$ cat src/rtl/tap_shift_pkg.sv
// Shared defaults and state encoding for the tapped shift-line controller.
// Imported by the controller and its delay-line sub-module.
package tap_shift_pkg;

  localparam int WIDTH_DEF    = 4;
  localparam int DEPTH_DEF    = 64;
  localparam int TAP_STEP_DEF = 16;

  typedef enum logic [1:0] {
    IDLE,
    RUN,
    FLUSH
  } state_t;

  function automatic int ntap(input int depth, input int step);
    return depth / step;
  endfunction

endpackage

$ cat src/rtl/tap_delay_line.sv
// Data/valid shift chain with stage-0 load and gated tap extraction.
// Data stages carry no reset; the valid chain masks stale content.
module tap_delay_line
  import tap_shift_pkg::*;
#(
  parameter int WIDTH    = WIDTH_DEF,
  parameter int DEPTH    = DEPTH_DEF,
  parameter int TAP_STEP = TAP_STEP_DEF,
  localparam int NTAP    = ntap(DEPTH, TAP_STEP)
) (
  input  logic                  clk,
  input  logic                  rst,
  input  logic                  shift,
  input  logic                  load_valid,
  input  logic [WIDTH-1:0]      load_data,
  output logic [NTAP-1:0]       tap_valid,
  output logic [NTAP*WIDTH-1:0] tap_data,
  output logic                  out_valid,
  output logic [WIDTH-1:0]      out_data
);

  logic [DEPTH-1:0] vld_q;
  logic [WIDTH-1:0] dat_q [DEPTH];

  always_ff @(posedge clk) begin
    if (rst) begin
      vld_q <= '0;
    end else if (shift) begin
      vld_q <= {vld_q[DEPTH-2:0], load_valid};
    end
  end

  always_ff @(posedge clk) begin
    if (shift) begin
      dat_q[0] <= load_data;
      for (int i = 1; i < DEPTH; i++) begin
        dat_q[i] <= dat_q[i-1];
      end
    end
  end

  always_comb begin
    tap_valid = '0;
    tap_data  = '0;
    for (int k = 0; k < NTAP; k++) begin
      tap_valid[k] = vld_q[(k+1)*TAP_STEP-1];
      if (vld_q[(k+1)*TAP_STEP-1]) begin
        tap_data[k*WIDTH +: WIDTH] = dat_q[(k+1)*TAP_STEP-1];
      end
    end
  end

  assign out_valid = vld_q[DEPTH-1];
  assign out_data  = vld_q[DEPTH-1] ? dat_q[DEPTH-1] : '0;

endmodule

$ cat src/rtl/tap_shift_ctrl.sv
// Handshake, occupancy counter and IDLE/RUN/FLUSH control
// around a tapped delay line.
module tap_shift_ctrl
  import tap_shift_pkg::*;
#(
  parameter int WIDTH    = WIDTH_DEF,
  parameter int DEPTH    = DEPTH_DEF,
  parameter int TAP_STEP = TAP_STEP_DEF,
  localparam int NTAP    = ntap(DEPTH, TAP_STEP),
  localparam int OW      = $clog2(DEPTH) + 1
) (
  input  logic                  clk,
  input  logic                  rst,
  input  logic                  in_valid,
  input  logic [WIDTH-1:0]      in_data,
  output logic                  in_ready,
  input  logic                  flush,
  output logic                  out_valid,
  output logic [WIDTH-1:0]      out_data,
  input  logic                  out_ready,
  output logic [NTAP-1:0]       tap_valid,
  output logic [NTAP*WIDTH-1:0] tap_data,
  output logic [OW-1:0]         occupancy,
  output logic                  busy
);

  localparam logic [OW-1:0] ONE = OW'(1);

  state_t        state_q;
  logic [OW-1:0] occ_q;
  logic [OW-1:0] occ_nxt;
  logic          stall;
  logic          accept;
  logic          shift;
  logic          consume;

  assign stall    = out_valid & ~out_ready;
  assign in_ready = (state_q != FLUSH) & ~stall;
  assign accept   = in_valid & in_ready;
  assign shift    = ~stall & (accept | (state_q == FLUSH));
  assign consume  = shift & out_valid;

  always_comb begin
    occ_nxt = occ_q;
    if (accept & ~consume) begin
      occ_nxt = occ_q + ONE;
    end else if (consume & ~accept) begin
      occ_nxt = occ_q - ONE;
    end
  end

  // A flush in RUN wins over the drain-to-IDLE check; FLUSH then exits.
  always_ff @(posedge clk) begin
    if (rst) begin
      state_q <= IDLE;
      occ_q   <= '0;
    end else begin
      occ_q <= occ_nxt;
      unique case (state_q)
        IDLE:
          if (accept) state_q <= RUN;
        RUN:
          if (flush) state_q <= FLUSH;
          else if (occ_nxt == '0) state_q <= IDLE;
        FLUSH:
          if (occ_nxt == '0) state_q <= IDLE;
        default:
          state_q <= IDLE;
      endcase
    end
  end

  assign occupancy = occ_q;
  assign busy      = (state_q != IDLE);

  tap_delay_line #(
    .WIDTH    (WIDTH),
    .DEPTH    (DEPTH),
    .TAP_STEP (TAP_STEP)
  ) u_line (
    .clk        (clk),
    .rst        (rst),
    .shift      (shift),
    .load_valid (accept),
    .load_data  (in_data),
    .tap_valid  (tap_valid),
    .tap_data   (tap_data),
    .out_valid  (out_valid),
    .out_data   (out_data)
  );

endmodule

$ cat config.mk
export PLATFORM = sky130hd
export DESIGN_NAME = tap_shift_ctrl
export DESIGN_NICKNAME = d
export VERILOG_FILES = /design/src/rtl/tap_shift_pkg.sv /design/src/rtl/tap_delay_line.sv /design/src/rtl/tap_shift_ctrl.sv
export SDC_FILE = /design/constraint.sdc
export NUM_CORES = 1
export LEC_CHECK = 0
export ABC_AREA = 1
export CAP_MARGIN = 40
export CORE_ASPECT_RATIO = 0.6
export CORE_MARGIN = 1
export CORE_UTILIZATION = 59
export CTS_CLUSTER_SIZE = 40
export DETAILED_ROUTE_END_ITERATION = 7
export PLACE_DENSITY = 0.89
export SLEW_MARGIN = 10
export SYNTH_ARGS = -nofsm -noshare
export SYNTH_HDL_FRONTEND = slang
export SYNTH_SLANG_ARGS = --single-unit
$ cat constraint.sdc
create_clock -name clk -period 6 [get_ports clk]
set_input_delay 1.8 -clock clk [delete_from_list [all_inputs] [get_ports clk]]
set_output_delay 1.8 -clock clk [all_outputs]
set_load 0.02 [all_outputs]
* Word-level counts from Yosys, hierarchy flattened
Memories as Yosys holds them, arrays and structs flattened. Index checks and enable logic that the tools add are counted. Widths: inputs -> output; s select.
Storage, ports and cells: bits in registers 73, RAM bits 256, bits of input ports 9, output and inout port bits 34, memories kept 1
Memories:
- u_line.dat_q | words 64, width 4, read ports 64, clocked after Yosys merged registers in 0, wr ports 64, RTL line tap_delay_line.sv:23 | logic [WIDTH-1:0] dat_q [DEPTH];
Operators by class: $add $sub $neg 2, eq/ne operators 4, multiplexer cells 12, bitwise logic cells 12, reduce and logical (&&, ||, !) cells 3
Operator list (count):
- $mux 4 | 4
- $mux 7 | 2
- $add 7x1->7 const B | 1
- $and 1x1->1 | 7
- $logic_not 7->1 | 1
- $sub 7x1->7 const B | 1
- $mux 2 | 3
- $pmux 2 s3 | 1
- $ne 2x2->1 const B | 2
- $not 1->1 | 4
- $eq 2x1->1 const B | 1
- $eq 2x2->1 const B | 1
- $logic_not 2->1 | 1
- $mux 1 | 2
- $reduce_bool 2->1 | 1
- $or 1x1->1 | 1

* Depth between registers and ports, before layout
Gate-level depths: netlist (run 1).
depth after elaboration 15, depth in mapped cells 13, gate-level depth less buffers 12

* Hierarchy
Synthesis (run 1) repeated with hierarchy kept, for this count alone.
Unflattened totals: cell total of the unflattened synthesis 828, area total of the unflattened synthesis 11345.9 um2
By module, submodules not included:
- tap_delay_line | times used 1, cells an instance 701, area each 10533.9 um2, seq. area each 8968.6 um2
- tap_shift_ctrl | times used 1, cells an instance 127, area each 812.0 um2, seq. area each 180.2 um2

* Least setup slack after synthesis (run 1)
No wires, ideal clock.
path kind input -> register, from in out_ready, to mem u_line.dat_q[0][0] (netlist bit), enable pin, setup time 0.507 ns, arrival 5.152 ns, required time 5.493 ns, path slack 0.341 ns, stages on the path 5, path buffers 1, path through inv_1 -> nand2_2 -> o21ai_2 -> inv_2 -> buf_2
RTL lines:
- start, declared | RTL line tap_shift_ctrl.sv:20 | input logic out_ready,
- end, declared | RTL line tap_delay_line.sv:23

* Worst setup path after layout (run 1)
from in out_ready, to out in_ready
On the way: cells in the longest elaborated chain, start to end 4
RTL lines:
- $not 1->1 | RTL line tap_shift_ctrl.sv:37 | assign stall = out_valid & ~out_ready;
- $and 1x1->1 | RTL line tap_shift_ctrl.sv:37
- $not 1->1 | RTL line tap_shift_ctrl.sv:38 | assign in_ready = (state_q != FLUSH) & ~stall;
- $and 1x1->1 | RTL line tap_shift_ctrl.sv:38
- end, declared | RTL line tap_shift_ctrl.sv:16 | output logic in_ready,
Every way passes these cells.

==> results of run 1 <==
==> worst max-delay path, cell delays in order <==
cell and delay [ps]:
clkdlybuf4s50_1 520, inv_1 70, nand2_2 120, nand2_1 90, inv_1 70, clkdlybuf4s50_1 600
==> layout make-up <==
cell class                 instances  area (µm²)
tap                              234         293
sequential                       329        9150
clock buffer                      31         691
fill                            1037        5190
clock inverter                    19         179
multi-input combinational        298        1370
timing repair buffer              49         526
inverter                          35         141
==> how the worst min path moves through the flow <==
stage / cells past startpoint / to / from
after detailed placement: 0 / u_line.dat_q[0][22]$_DFFE_PN_ / u_line.dat_q[0][18]$_DFFE_PN_
after CTS: 0 / u_line.dat_q[3][20]$_DFFE_PN_ / u_line.dat_q[3][16]$_DFFE_PN_
after global routing: 0 / u_line.dat_q[3][41]$_DFFE_PN_ / u_line.dat_q[3][37]$_DFFE_PN_
final: 0 / u_line.dat_q[2][45]$_DFFE_PN_ / u_line.dat_q[2][41]$_DFFE_PN_
after global placement: 0 / u_line.dat_q[2][62]$_DFFE_PN_ / u_line.dat_q[2][58]$_DFFE_PN_
after floorplan: 0 / u_line.dat_q[0][10]$_DFFE_PN_ / u_line.dat_q[0][6]$_DFFE_PN_
==> layer usage <==
layer | wire length [µm] | track usage | vias to the layer above
li1 | - | - | 2505
met1 | 7170 | 0.238 | 2579
met2 | 7940 | 0.299 | 163
met3 | 796 | 0.0358 | 38
met4 | 378 | 0.0505 | 0
met5 | 0 | 0 | -
==> per-stage QoR <==
step           utilization  total power, mW  setup WS [ps]  instances  hold slack [ps]
6_report             0.704             4.85            935        995              412
5_1_grt              0.704             5.03            889        995              416
4_1_cts              0.702             4.88            923        994              416
3_5_place_dp         0.653             3.16            932        944              405
3_3_place_gp         0.651             3.13            949        943              403
2_1_floorplan            -             3.06            341        692              400
==> power by group <==
group | leakage (nW) | switching [mW] | total (mW) | internal, mW
clock network | 0.428 | 0.758 | 1.72 | 0.963
logic | 1.02 | 0.198 | 0.289 | 0.0906
registers | 3.10 | 0.0949 | 2.84 | 2.75
==> state kept, by name, indices dropped and copies added, names as in the netlist <==
register      count
occupancy         7
state_q           2
u_line.dat_q    256
u_line.vld_q     64
==> layout by cell type (no fill, tap or decap), types with 3 or more instances in the layout <==
master           instances
nand3_2                  4
nand3_1                  8
inv_2                    3
bufinv_16                3
o21ai_0                 53
o21ai_1                 11
inv_1                   29
xor2_1                   4
a21oi_1                  8
edfxtp_1               256
nand2_1                 60
dfxtp_1                 73
nor2_1                 134
clkbuf_1                 4
clkinv_2                 5
clkdlybuf4s50_1         42
buf_4                    4
clkinv_1                 9
clkbuf_16               27
==> cell families after synthesis <==
kind of cell / share of synthesized area
xor+xnor: 0.00405
compound gates: 0.0357
buf+inv: 0.0287
fa+ha+maj: 0.00231
flops: 0.845
simple gates: 0.0841
==> results by group, run 1 <==
Status
  – Status: finished clean

Synth
  – Ys Warns: 0
  – Mapped Area: roughly 11000 µm²
  – Synth top area cells: edfxtp_1, dfxtp_1, nor2_1, o21ai_0, nand2_1
  – Number of synthesized register bits: ~330
  – Synth Area per Inst: 15.6 µm²
  – Post-synth EDFFs: approximately 260
  – Asr flop ratio synth: 0
  – Synth cell count leaders: edfxtp_1, nor2_1, dfxtp_1, nand2_1, o21ai_0
  – Syn Inst Count: roughly 690
  – Post-synthesis sequential area ratio: 0.845
  – Syn nets: 703
  – Top cell type's share of synthesized area: 0.710
  – Count leader, synth: edfxtp_1
  – Unique cell type count in the Yosys netlist: 28
  – Top FF cell, synth: edfxtp_1
  – Cell taking the most area after synthesis: edfxtp_1

Layout
  – Share of cells above drive strength 1: 0.0854
  – Final Cell Area: approximately 12000 µm²
  – Synth-to-Final Area Change: 14.1%
  – # nets final: 751
  – Ant. Diodes: 0

Setup path
  – Worst setup SP type: input pin
  – Kind of end point of the critical path: output pin
  – Reg-to-reg startpoint: state_q[1]$_SDFFE_PP0P_
  – CP Max Fanout: 3
  – Worst Path Arrival: 3260 ps
  – WS Path Type: input pin to output pin
  – Worst path required time: 4200 ps
  – Crit path from: out_ready
  – Reg2reg path depth: 7
  – Reg2reg setup slack: around 3400 ps
  – CP endpoint: in_ready
  – R2r endpoint: u_line.dat_q[0][51]$_DFFE_PN_

Detailed routing
  – Drt pass-1 iters: 5
  – Vias per inst: 5.31
  – Post-DRT Antenna Nets: 0
  – Total Wirelength: 16300 µm
  – Detailed-route wire length per cell: 16.4 µm
  – Number of DRC markers in iteration 0: 466
  – Drt drc: 0
  – Vias: 5285

Flow run
  – Max-Cap Viols: 0

Die
  – Die width: 177 µm
  – I/O pins: 43
  – Starting Density: 0.617
  – Die area: 18900 µm²
  – CORE AREA: 17500 µm²
  – Die Y: 107 µm
  – Rows: 37

STA
  – Worst-margin pin slew: 621 ps
  – Setup violators final: 0
  – Worst Skew: 13.8 ps
  – Max Transition Viols Final: 0
  – Final hold viol count: 0
  – Setup TNS: 0 ps
  – Peak Freq: 197 MHz
  – RSZ-0062 raised after global routing: no
  – Fin crit period: between 5000 and 6000 ps
  – Slew HR: 0.583
  – Fin crit share: 0.844

Place
  – Routability congestion estimate from global placement: 0.744
  – HPWL after detailed placement: ~8500 µm
  – IO buf count: 42
  – Placed instance area: 11500 µm²

Clock tree
  – Postcts setup bufs: 0
  – TritonCTS clock tree: built
  – Clk_lat worst skew: 530 ps
  – Post_cts resized: 0
  – H-tree levels: 1
  – Clk sinks: 329
  – Clock transition at path regs: 70 ps
  – Max clock buf depth: 3
  – CTS root buffer: clkbuf_16
  – Post-cts hold buffer count: 0
  – CTS Buf Count: 27

Power and ir drop
  – Pwr/cell area: 393 nW/µm²
  – Peak VDD IR: 263 µV
  – LEAKAGE: 4.55 nW

Global routing
  – Antenna violations before repair: 0
  – Vias in the first global route: 5151
  – Total grt overflow: 0
  – Global-route wire length before repair: 26100 µm
  – Pin count of the biggest net entering global routing: 141
  – Tot GR Track Use: 0.178

Worst hold path
  – Worst Hold Class: flip-flop to flip-flop
No activity file was read; power rests on OpenSTA's default activity.
==> run 2: changes to the inputs <==
- clock period: 6 -> 5 ns (I/O delays scaled with it)
==> run 2 against run 1 <==
  * Cell area is essentially flat
  * Wire length shrank 1.1%
  * Highest routed layer unchanged
  * Flip-flop and latch count is the same
  * Clock power grew 21%
  * Non-clock buffer count is the same
  * Die area is the same
  * Cell count is the same
  * Core utilization is essentially flat
  * Count of clock-buffer cells in the layout grew 7
==> results by group, run 2 (synthesis gave the netlist of run 1 again) <==
Global routing
  – Tot GR Track Use: 0.177
  – Vias in the first global route: approximately 5200
  – Antenna violations before repair: 0
  – Pin count of the biggest net entering global routing: 112
  – GR peak layer: met2
  – Total grt overflow: 0
  – Met3 Track Usage GR: 0.0362
  – Met1 usage: 0.244
  – M2 GR Usage: 0.284
  – Global-route wire length before repair: 26000 µm

Layout
  – Reg with most FFs: u_line.dat_q
  – Most frequent cells in the layout: edfxtp_1, nor2_1, dfxtp_1, nand2_1, o21ai_0
  – Synth-to-Final Area Change: 14.1%
  – Multi-input logic area: between 1000 and 1500 µm²
  – Most common cell after layout, fill and taps aside: edfxtp_1
  – Max FFs per register: 256
  – FILL cells: between 1000 and 1500
  – # nets final: 751
  – Ant. Diodes: 0
  – Share of cells above drive strength 1: 0.0920
  – Register area: 9150 µm²

Clock tree
  – H-tree levels: 1
  – Clk sinks: 329
  – Max clock buf depth: 3
  – CTS Buf Count: 27
  – Postcts setup bufs: 0
  – Clock transition at path regs: 70 ps
  – CTS root buffer: clkbuf_16
  – Clk_lat worst skew: 530 ps
  – Post-cts hold buffer count: 0
  – TritonCTS clock tree: built
  – Post_cts resized: 0

STA
  – Slew HR: 0.535
  – Peak Freq: about 220 MHz
  – Max Transition Viols Final: 0
  – Worst Skew: 15.1 ps
  – Fin crit period: approximately 4500 ps
  – RSZ-0062 raised after global routing: no
  – Final hold viol count: 0
  – Worst-margin pin slew: 698 ps
  – Setup TNS: 0 ps
  – Fin crit share: 0.905
  – Setup violators final: 0
  – Hold_ws: 413 ps

Die
  – I/O pins: 43
  – Die width: 177 µm
  – Die Y: 107 µm
  – Rows: 37
  – Starting Density: 0.617
  – CORE AREA: 17500 µm²
  – Die area: 18900 µm²

Power and ir drop
  – Internal power: 4.58 mW
  – Switching part of the total: 0.215
  – LEAKAGE: around 4.6 nW
  – Comb pwr share: 0.059
  – Sw power: around 1.3 mW
  – Total power: 5.83 mW
  – Clk pwr share: 0.356
  – Pwr/cell area: around 470 nW/µm²
  – Peak VDD IR: between 300 and 400 µV
  – Sequential Power Share: 0.585

Detailed routing
  – Detailed-route wire length per cell: approximately 16 µm
  – Vias per inst: between 5 and 6
  – Vias: 5304
  – Drt pass-1 iters: 6
  – Drt drc: 0
  – Number of DRC markers in iteration 0: 555
  – Total Wirelength: approximately 16000 µm
  – Post-DRT Antenna Nets: 0

Place
  – Routability congestion estimate from global placement: 0.759
  – IO buf count: 42
  – HPWL after detailed placement: 8640 µm

Setup path
  – CP Max Fanout: 3
  – Worst Path Arrival: 3030 ps
  – WS Path Type: input pin to output pin
  – Kind of end point of the critical path: output pin
  – Worst path required time: 3500 ps
  – Worst setup SP type: input pin

Worst hold path
  – Worst Hold Class: flip-flop to flip-flop

Flow run
  – Max-Cap Viols: 0

Status
  – Status: finished clean
==> run 2: cell count changes in the layout (fill, tap and decap cells not counted), sizes merged <==
cell / change
bufinv: -1
inv: -1
clkbuf: +7
clkinvlp: +2
clkinv: -7
==> run 2: area by class of cell <==
cell class / instances / area share
Sequential cell: 329 / 0.741
Multi-Input combinational cell: 298 / 0.111
Clock buffer: 38 / 0.0616
Timing Repair Buffer: 49 / 0.0413
Tap cell: 234 / 0.0237
Inverter: 35 / 0.0114
Clock inverter: 12 / 0.00983
==> run 2: path summary, 6_finish.rpt <==
path	from	endpoint	slack (ps)	depth (start not counted)
worst max register to register	occupancy[0]$_SDFF_PP0_	state_q[1]$_SDFFE_PP0P_	2930	11
worst min-delay path	u_line.dat_q[2][19]$_DFFE_PN_	u_line.dat_q[2][23]$_DFFE_PN_	410	0
worst max-delay path	out_ready	in_ready	470	6
worst min register to register	u_line.dat_q[2][19]$_DFFE_PN_	u_line.dat_q[2][23]$_DFFE_PN_	410	0
==> run 2: stage by stage <==
stage           util  std cells  cell area [µm²]  setup slack, ps
6_report       0.704        995            12300              475
5_1_grt        0.704        995            12300              389
4_1_cts        0.704        995            12300              483
3_5_place_dp   0.654        945            11500              494
3_3_place_gp   0.654        945            11500              552
2_1_floorplan      -        692            10800             1000
==> run 2: power by group through the flow <==
stage / clock [mW] / combinational [mW] / sequential [mW]
final: 2.08 / 0.345 / 3.41
after global placement: 0 / 0.316 / 3.44
after floorplan: 0 / 0.242 / 3.42
after detailed placement: 0 / 0.343 / 3.46
after global routing: 2.23 / 0.385 / 3.43
after CTS: 2.11 / 0.349 / 3.41
==> run 2: critical path, stage by stage <==
cell	delay (ps)
clkdlybuf4s50_1	530
inv_1	70
nand2_2	130
nand2_1	70
inv_1	90
clkdlybuf4s50_1	640
==> run 2: routing by layer <==
| metal | wire length (µm) | vias up | part of all wire |
|---|---|---|---|
| met5 | 0 | - | 0 |
| met4 | 454 | 0 | 0.028 |
| met3 | 747 | 45 | 0.046 |
| met2 | 7670 | 150 | 0.48 |
| met1 | 7230 | 2614 | 0.45 |
| li1 | - | 2495 | - |
==> run 3: changes to the inputs <==
- CTS_CLUSTER_DIAMETER: unset -> 30
==> run 3 against run 2 <==
  * Flip-flop and latch count did not move
  * Setup slack improved by 6.8 ps
  * Hold slack improved by 1.1 ps
  * Largest cell class unchanged
==> results by group, run 3 (synthesis gave the netlist of run 1 again) <==
Clock tree
  – CTS root buffer: clkbuf_16
  – CTS Buf Count: 30
  – Clk sinks: between 300 and 400
  – Postcts setup bufs: 0
  – Clk_lat worst skew: 550 ps
  – Post-cts hold buffer count: 0
  – Max clock buf depth: 3
  – H-tree levels: 1
  – Clock transition at path regs: 70 ps
  – Post_cts resized: 0
  – TritonCTS clock tree: built

Detailed routing
  – Post-DRT Antenna Nets: 0
  – Detailed-route wire length per cell: 16.2 µm
  – Drt pass-1 iters: 8
  – Total Wirelength: 16200 µm
  – Number of DRC markers in iteration 0: 567
  – Vias per inst: roughly 5.3
  – Drt drc: 0
  – Vias: 5336

Setup path
  – Worst setup SP type: input pin
  – Worst Path Arrival: 3020 ps
  – Worst path required time: around 3500 ps
  – WS Path Type: input pin to output pin
  – Kind of end point of the critical path: output pin
  – CP Max Fanout: 3
  – Reg-to-reg startpoint: occupancy[0]$_SDFF_PP0_
  – Crit path from: out_ready

Layout
  – Reg with most FFs: u_line.dat_q
  – Max FFs per register: 256
  – Finished Layout Cells: between 1000 and 1500
  – FILL cells: 991
  – Final core occ: 0.712
  – Synth-to-Final Area Change: 15.4%
  – Most common cell after layout, fill and taps aside: edfxtp_1
  – Ant. Diodes: 0
  – Share of cells above drive strength 1: 0.102
  – Most frequent cells in the layout: edfxtp_1, nor2_1, dfxtp_1, nand2_1, o21ai_0
  – # nets final: 754

Global routing
  – Antenna violations before repair: 0
  – Tot GR Track Use: 0.177
  – Vias in the first global route: 5187
  – Total grt overflow: 0
  – Global-route wire length before repair: approximately 26000 µm
  – Pin count of the biggest net entering global routing: 112

STA
  – Max Transition Viols Final: 0
  – Worst Skew: roughly 16 ps
  – Final hold viol count: 0
  – Setup violators final: 0
  – Fin crit period: 4520 ps
  – Peak Freq: 221 MHz
  – Final worst slack: just under 500 ps
  – Worst-margin pin slew: 701 ps
  – Fin crit share: 0.904
  – Setup TNS: 0 ps
  – Slew HR: 0.533
  – RSZ-0062 raised after global routing: no

Power and ir drop
  – Total power: 6.07 mW
  – Internal power: 4.70 mW
  – Sequential Power Share: 0.561
  – Pwr/cell area: slightly below 500 nW/µm²
  – Clk pwr share: 0.382
  – Switching part of the total: 0.226
  – Peak VDD IR: 326 µV
  – Sw power: 1.38 mW
  – Comb pwr share: 0.057
  – LEAKAGE: 4.62 nW

Die
  – Die width: roughly 180 µm
  – Starting Density: 0.617
  – Rows: 37
  – CORE AREA: 17500 µm²
  – Die area: 18900 µm²
  – Die Y: approximately 110 µm
  – I/O pins: 43

Status
  – Status: finished clean

Place
  – Cells after DPL: 945
  – Place WS: roughly 490 ps
  – HPWL after detailed placement: between 8000 and 9000 µm
  – Routability congestion estimate from global placement: 0.759
  – IO buf count: 42

Worst hold path
  – Worst Hold Class: flip-flop to flip-flop
  – Hold Startpoint: u_line.dat_q[2][21]$_DFFE_PN_

Flow run
  – Max-Cap Viols: 0
==> run 3: power by group through the flow <==
stage	Clock, mW	Sequential [mW]	Combinational (mW)
after CTS	2.36	3.41	0.348
after global placement	0	3.44	0.316
after global routing	2.48	3.43	0.383
after detailed placement	0	3.46	0.343
final	2.32	3.41	0.345
after floorplan	0	3.42	0.242
==> run 3: cell type report <==
type	count	area [µm²]	area share
clock buffers	31	754	0.0604
clock inverters	25	272	0.0217
well taps	234	293	0.0234
multi-input cells	298	1370	0.110
inverters	35	141	0.0113
repair buffers	49	510	0.0409
flip-flops and latches	329	9150	0.732
==> run 3: path summary, 6_finish.rpt <==
check / endpoint / slack [ps] / cells past startpoint
worst max register to register: state_q[1]$_SDFFE_PP0P_ / 2910 / 11
worst max-delay path: in_ready / 480 / 6
worst min register to register: u_line.dat_q[2][25]$_DFFE_PN_ / 410 / 0
worst min-delay path: u_line.dat_q[2][25]$_DFFE_PN_ / 410 / 0
==> run 3: worst max-delay path, cell delays in order <==
cell	delay, ps
clkdlybuf4s50_1	530
inv_1	70
nand2_2	120
nand2_1	70
inv_1	90
clkdlybuf4s50_1	640
==> run 3: routing by layer <==
layer	up-vias	GRT usage	part of all wire
met4	0	0.0554	0.024
met2	158	0.279	0.47
li1	2516	-	-
met5	-	0	0
met3	40	0.0379	0.052
met1	2622	0.251	0.45
==> run 3: per-stage QoR <==
step	hold slack (ps)	area (µm²)
4_1_cts	415	12500
3_3_place_gp	401	11500
2_1_floorplan	400	10800
6_report	414	12500
3_5_place_dp	405	11500
5_1_grt	423	12500
